**src/rtl/elevator_pkg.sv**
```systemverilog
// Shared constants and small helpers for the elevator car sequencer.
package elevator_pkg;

    localparam int NUM_FLOORS = 8;
    localparam int FLOOR_W    = 3;
    localparam int COUNT_W    = 3;   // strictly-above/below counts never exceed 7

    // Car state encoding
    localparam logic [1:0] IDLE = 2'd0;
    localparam logic [1:0] MOVE = 2'd1;
    localparam logic [1:0] DOOR = 2'd2;

    // One-hot mask selecting a single floor
    function automatic logic [NUM_FLOORS-1:0] floor_bit(input logic [FLOOR_W-1:0] floor);
        floor_bit        = '0;
        floor_bit[floor] = 1'b1;
    endfunction

    // Population count of a floor mask
    function automatic logic [COUNT_W-1:0] popcount(input logic [NUM_FLOORS-1:0] mask);
        popcount = '0;
        for (int i = 0; i < NUM_FLOORS; i++) begin
            popcount = popcount + {{(COUNT_W-1){1'b0}}, mask[i]};
        end
    endfunction

endpackage

```
**src/rtl/elevator_car_sequencer_call_picker.sv**
```systemverilog
// Combinational call picker: splits pending calls into those above and below
// the car and chooses the direction an idle car should start in.
module call_picker
    import elevator_pkg::*;
(
    input  logic [NUM_FLOORS-1:0] pending_i,
    input  logic [FLOOR_W-1:0]    floor_i,
    output logic [NUM_FLOORS-1:0] above_o,
    output logic [NUM_FLOORS-1:0] below_o,
    output logic                  dir_up_o
);

    logic [COUNT_W-1:0] above_cnt;
    logic [COUNT_W-1:0] below_cnt;

    // Classify every pending floor relative to the car position
    always_comb begin
        // NOTE: every always_comb output gets a default first so no latch is inferred.
        above_o = '0;
        below_o = '0;
        for (int i = 0; i < NUM_FLOORS; i++) begin
            above_o[i] = pending_i[i] && (FLOOR_W'(i) > floor_i);
            below_o[i] = pending_i[i] && (FLOOR_W'(i) < floor_i);
        end
    end

    assign above_cnt = popcount(above_o);
    assign below_cnt = popcount(below_o);

    // Majority side wins, a tie goes up, but never up with nothing above
    assign dir_up_o = (above_cnt >= below_cnt) && (above_o != '0);

endmodule

```
**src/rtl/elevator_car_sequencer.sv**
```systemverilog
// Elevator car sequencer: latches floor calls and walks the car through
// IDLE / MOVE / DOOR using one shared down-counter for travel and door dwell.
module elevator_car_sequencer
    import elevator_pkg::*;
#(
    parameter int TRAVEL_CYCLES = 8,
    parameter int DOOR_CYCLES   = 16
) (
    input  logic                  clk,
    input  logic                  rst_n,
    input  logic [NUM_FLOORS-1:0] call_req_i,
    output logic [NUM_FLOORS-1:0] floors_pending_o,
    output logic [FLOOR_W-1:0]    current_floor_o,
    output logic                  moving_o,
    output logic                  direction_up_o,
    output logic                  door_open_o,
    output logic                  arrived_o
);

    localparam int TMAX    = (TRAVEL_CYCLES > DOOR_CYCLES) ? TRAVEL_CYCLES : DOOR_CYCLES;
    localparam int TIMER_W = (TMAX > 1) ? $clog2(TMAX) : 1;

    localparam logic [TIMER_W-1:0] TRAVEL_LOAD = TIMER_W'(TRAVEL_CYCLES - 1);
    localparam logic [TIMER_W-1:0] DOOR_LOAD   = TIMER_W'(DOOR_CYCLES - 1);

    logic [1:0]            state_q,   state_d;
    logic [TIMER_W-1:0]    timer_q,   timer_d;
    logic [FLOOR_W-1:0]    floor_q,   floor_d;
    logic [NUM_FLOORS-1:0] pending_q, pending_d;
    logic                  dir_q,     dir_d;
    logic                  arrived_q, arrived_d;

    // Calls raised this cycle are visible to this cycle's decisions, so an
    // idle car answers a call without waiting for it to be latched first.
    logic [NUM_FLOORS-1:0] pend_eff;
    logic [NUM_FLOORS-1:0] above;
    logic [NUM_FLOORS-1:0] below;
    logic                  pick_up;
    logic [NUM_FLOORS-1:0] clear_mask;
    logic [FLOOR_W-1:0]    next_floor;
    logic                  at_limit;
    logic                  calls_beyond;

    assign pend_eff = pending_q | call_req_i;

    call_picker u_call_picker (
        .pending_i (pend_eff),
        .floor_i   (floor_q),
        .above_o   (above),
        .below_o   (below),
        .dir_up_o  (pick_up)
    );

    // The floor the car reaches at the end of the current travel segment;
    // a step off either end of the shaft is refused rather than wrapped.
    assign next_floor = dir_q ? (floor_q + FLOOR_W'(1)) : (floor_q - FLOOR_W'(1));
    assign at_limit   = dir_q ? (floor_q == FLOOR_W'(NUM_FLOORS - 1)) : (floor_q == '0);

    // Calls further along the travel direction than the floor being reached
    assign calls_beyond = dir_q ? ((above & ~floor_bit(next_floor)) != '0)
                                : ((below & ~floor_bit(next_floor)) != '0);

    // Next-state, timer, floor and call-latch logic
    always_comb begin
        state_d    = state_q;
        timer_d    = timer_q;
        floor_d    = floor_q;
        dir_d      = dir_q;
        arrived_d  = 1'b0;
        clear_mask = '0;

        case (state_q)
            IDLE: begin
                if (pend_eff[floor_q]) begin
                    state_d    = DOOR;
                    timer_d    = DOOR_LOAD;
                    clear_mask = floor_bit(floor_q);
                end else if ((above | below) != '0) begin
                    state_d = MOVE;
                    timer_d = TRAVEL_LOAD;
                    dir_d   = pick_up;
                end
            end

            MOVE: begin
                if (timer_q != '0) begin
                    timer_d = timer_q - TIMER_W'(1);
                end else if (at_limit) begin
                    state_d = IDLE;
                end else begin
                    floor_d   = next_floor;
                    arrived_d = 1'b1;
                    if (pend_eff[next_floor]) begin
                        state_d    = DOOR;
                        timer_d    = DOOR_LOAD;
                        clear_mask = floor_bit(next_floor);
                    end else if (calls_beyond) begin
                        timer_d = TRAVEL_LOAD;
                    end else begin
                        state_d = IDLE;
                    end
                end
            end

            DOOR: begin
                // Calls for the floor the door is open at are absorbed
                clear_mask = floor_bit(floor_q);
                if (call_req_i[floor_q]) begin
                    timer_d = DOOR_LOAD;
                end else if (timer_q != '0) begin
                    timer_d = timer_q - TIMER_W'(1);
                end else begin
                    state_d = IDLE;
                end
            end

            default: begin
                state_d = IDLE;
            end
        endcase

        pending_d = pend_eff & ~clear_mask;
    end

    // State registers; reset drops every call and parks the car at floor 0
    always_ff @(posedge clk or negedge rst_n) begin
        // NOTE: sequential state uses non-blocking assignments so all registers update together.
        if (!rst_n) begin
            state_q   <= IDLE;
            timer_q   <= '0;
            floor_q   <= '0;
            pending_q <= '0;
            dir_q     <= 1'b1;
            arrived_q <= 1'b0;
        end else begin
            state_q   <= state_d;
            timer_q   <= timer_d;
            floor_q   <= floor_d;
            pending_q <= pending_d;
            dir_q     <= dir_d;
            arrived_q <= arrived_d;
        end
    end

    assign floors_pending_o = pending_q;
    assign current_floor_o  = floor_q;
    assign moving_o         = (state_q == MOVE);
    assign door_open_o      = (state_q == DOOR);
    assign direction_up_o   = dir_q;
    assign arrived_o        = arrived_q;

endmodule

```
**config.mk**
```make
export PLATFORM = sky130hd
export DESIGN_NAME = elevator_car_sequencer
export DESIGN_NICKNAME = d
export VERILOG_FILES = /design/src/rtl/elevator_pkg.sv /design/src/rtl/elevator_car_sequencer_call_picker.sv /design/src/rtl/elevator_car_sequencer.sv
export SDC_FILE = /design/constraint.sdc
export NUM_CORES = 1
export LEC_CHECK = 0
export ABC_CLOCK_PERIOD_IN_PS = 5970
export CAP_MARGIN = 10
export CORE_AREA = 8 8 78 80
export CTS_BUF_LIST = sky130_fd_sc_hd__clkbuf_8
export CTS_CLUSTER_DIAMETER = 60
export DETAILED_ROUTE_END_ITERATION = 7
export DIE_AREA = 0 0 86 88
export PLACE_DENSITY = 0.79
export SLEW_MARGIN = 20
export SYNTH_ARGS = -nofsm -noshare
export SYNTH_HDL_FRONTEND = slang
export SYNTH_SLANG_ARGS = --single-unit
```
**constraint.sdc**
```tcl
create_clock -name clk -period 5.97 [get_ports clk]
set_clock_uncertainty 0.05 [all_clocks]
set_input_delay 1.194 -clock clk [delete_from_list [all_inputs] [get_ports clk]]
set_output_delay 1.194 -clock clk [all_outputs]
set_load 0.005 [all_outputs]
```
==> run metrics <==
outcome=complete, no violations; cts repair resizes=0; DRC Markers=0; DPL Wire Length=between 5000 and 6000 um; Diodes inserted=0; CTS Hold Buffers Added=0; XOR/XNOR share of the synthesized area=2.92%; largest family of logic cells by synthesized area=compound AO/OA/AOI/OAI gates; RR Endpoint=direction_up_o; Num Clock Sinks=19; CTS Root Cell=clkbuf_8; Worst setup SP type=input port; CP arrival=5.01 ns; ys flop type=dfrtp_1; Hold/Removal Path Class=flop to flop; unrepaired setup endpoints after global routing=false; post-route antenna net violation count=0; CTS max path bufs=2; worst reg2reg setup slack=between 1.5 and 2 ns; die area=7570 um2; endpoints failing setup=0; placed cells=between 300 and 400; Vias=approximately 2,200; Critical Path Start=call_req_i[1]; Avg WL per Cell=~18 um; Post-synth EDFFs=0; share of cells above drive strength 1=around 8.8%; vias in the first global route=approximately 2,100; # fillers=452; commonest non-fill, non-tap cell in the layout=nor2_1; non-filler cells, final=approximately 370; Pre-antenna DRT Iters=4; Crit. End Element=flop; synthesized area=2360 um2; maxcap violations=0; 1st-iter DRT viols=~230; grt ovf=0; routability cong.=between 0.9 and 1; Initial Util=about half; LEAKAGE=roughly 1.1 nW; FF+latch count, synth=19; Max FO, Critical Path=8; Vias/cell=slightly above 6; input/output buffers=24; Synth Warn #=0; Slew Limit Headroom=46.4%; R2R Path Start=current_floor_o[2]; Site Rows=26; Syn Area/Cell=8.40 um2; All-Layer GR Usage=between 10% and 20%; Seq/Total Area, Yosys=20.2%; Clock Latency Late Sink=~0.28 ns; Final #Nets=about 340; post-synthesis simple-gate area fraction=between 20% and 30%; hold path start=timer_q[0]; most frequent cells in the layout=27 x nor2_1, 25 x inv_1, 23 x clkdlybuf4s50_1; Die W=86 um; CTS tree=done; largest net degree at the start of global routing=37; initial antenna violation count=0; Worst EP required=around 6.1 ns; Num CTS Buffers=3; Post-Synth Adder-Cell Area=16.5%; VDD IR max=just over 0.2 mV; global-route wire length before repair=~11,000 um; Syn Inst Count=around 280; Pwr Density=~360 nW/um2; count of different cell masters after synthesis=63; Total Routed Length=6630 um; Final WS setup=between 1 and 1.5 ns; syn nets=318; worst slack at placement=0.818 ns; CTS clk-pin slew, worst paths=~0.090 ns; Post-synth ARST share=between 90% and 100%; post-route minimum period=a little under 5 ns; slew of the pin with the lowest slew margin=a little under 0.8 ns; core area=between 4000 and 5000 um2; area of the multi-input gates=about 1700 um2; crit path to=direction_up_o; setup bufs post-CTS=0; Max Fclk=just over 200 MHz; die height=between 80 and 90 um; Max H-tree Level=1; total power=970 uW; Tcrit/Tclk final=~80%; Final Hold Fails=0; compound-cell area share of the yosys netlist=25.5%; Layout area overhead=13.1%; post-synthesis mux area share=5.62%; critical path type=input port to flop; R2R cell count=15; Final Max Tran Viols=0; Top Ports=25; TNS Setup=0 ns; Reg area=between 400 and 500 um2
where the power goes:
part / leakage, nW / switching, mW / internal [mW]
Sequential: 0.209 / 0.0474 / 0.167
Clock: 0.0255 / 0.0536 / 0.0468
Combinational: 0.900 / 0.374 / 0.282
Total: 1.14 / 0.475 / 0.496
cell families after synthesis:
family                   count (synthesis)
multiplexers                             9
AND/OR/NAND/NOR                         95
flip-flops                              19
AO/OA/AOI/OAI                           83
adder cells (fa/ha/maj)                 27
XOR/XNOR                                 7
buffers and inverters                   41
final cells by class:
cell class	count	area share, %
sequential	19	17.9
multi-input combinational	221	63.8
inverter	26	3.66
timing repair buffer	27	9.66
clock inverter	1	0.188
clock buffer	3	1.55
tap	70	3.28
cell usage after synthesis, drive strengths merged, types with 5 or more instances:
library cell	count	area share [%]
nand2	17	2.7
or3	6	1.6
fa	7	5.9
o31ai	5	1.6
dfrtp	18	19
and2	5	1.3
nor4b	5	1.9
ha	20	11
inv	25	4.0
a211oi	7	2.2
buf	12	3.0
nor3	14	3.2
nor2	27	4.3
o21ai	15	3.2
a21oi	14	3.0
worst max-delay path, stage by stage:
cell,delay [ns]
clkdlybuf4s50_1,0.42
nor2_1,0.38
nor2_1,0.15
ha_1,0.31
inv_1,0.05
fa_1,0.50
fa_1,0.43
fa_1,0.38
fa_1,0.48
inv_1,0.05
ha_1,0.27
a21oi_1,0.13
nor2b_1,0.06
o21ai_0,0.13
o21ai_0,0.09
state kept, by name, summed over array words and instances (netlist names):
| register | count |
|---|---|
| timer_q | 4 |
| direction_up_o | 1 |
| state_q | 2 |
| arrived_o | 1 |
| current_floor_o | 3 |
| floors_pending_o | 8 |
worst min path at each step:
| stage | slack, ns | depth (start not counted) | to |
|---|---|---|---|
| floorplan | 0.44 | 1 | timer_q[0] |
| global placement | 0.47 | 1 | timer_q[0] |
| detailed placement | 0.47 | 1 | timer_q[0] |
| CTS | 0.49 | 1 | timer_q[0] |
| global route | 0.51 | 1 | timer_q[0] |
| finish | 0.49 | 1 | timer_q[0] |
per-layer routing:
metal	GRT usage, %	wire (um)	vias to the layer above
li1	-	-	1061
met1	21.1	2780	1064
met2	29.7	3170	96
met3	3.85	535	15
met4	7.80	146	0
met5	0	0	-
metrics by stage:
| stage | instance area, um2 | util, % | hold WS, ns |
|---|---|---|---|
| 2_1_floorplan | 2360 | - | 0.440 |
| 3_3_place_gp | 2630 | 53.5 | 0.471 |
| 3_5_place_dp | 2630 | 53.5 | 0.471 |
| 4_1_cts | 2670 | 54.4 | 0.486 |
| 5_1_grt | 2670 | 54.3 | 0.513 |
| 6_report | 2670 | 54.3 | 0.488 |
Power figures use the tool's default switching activity.
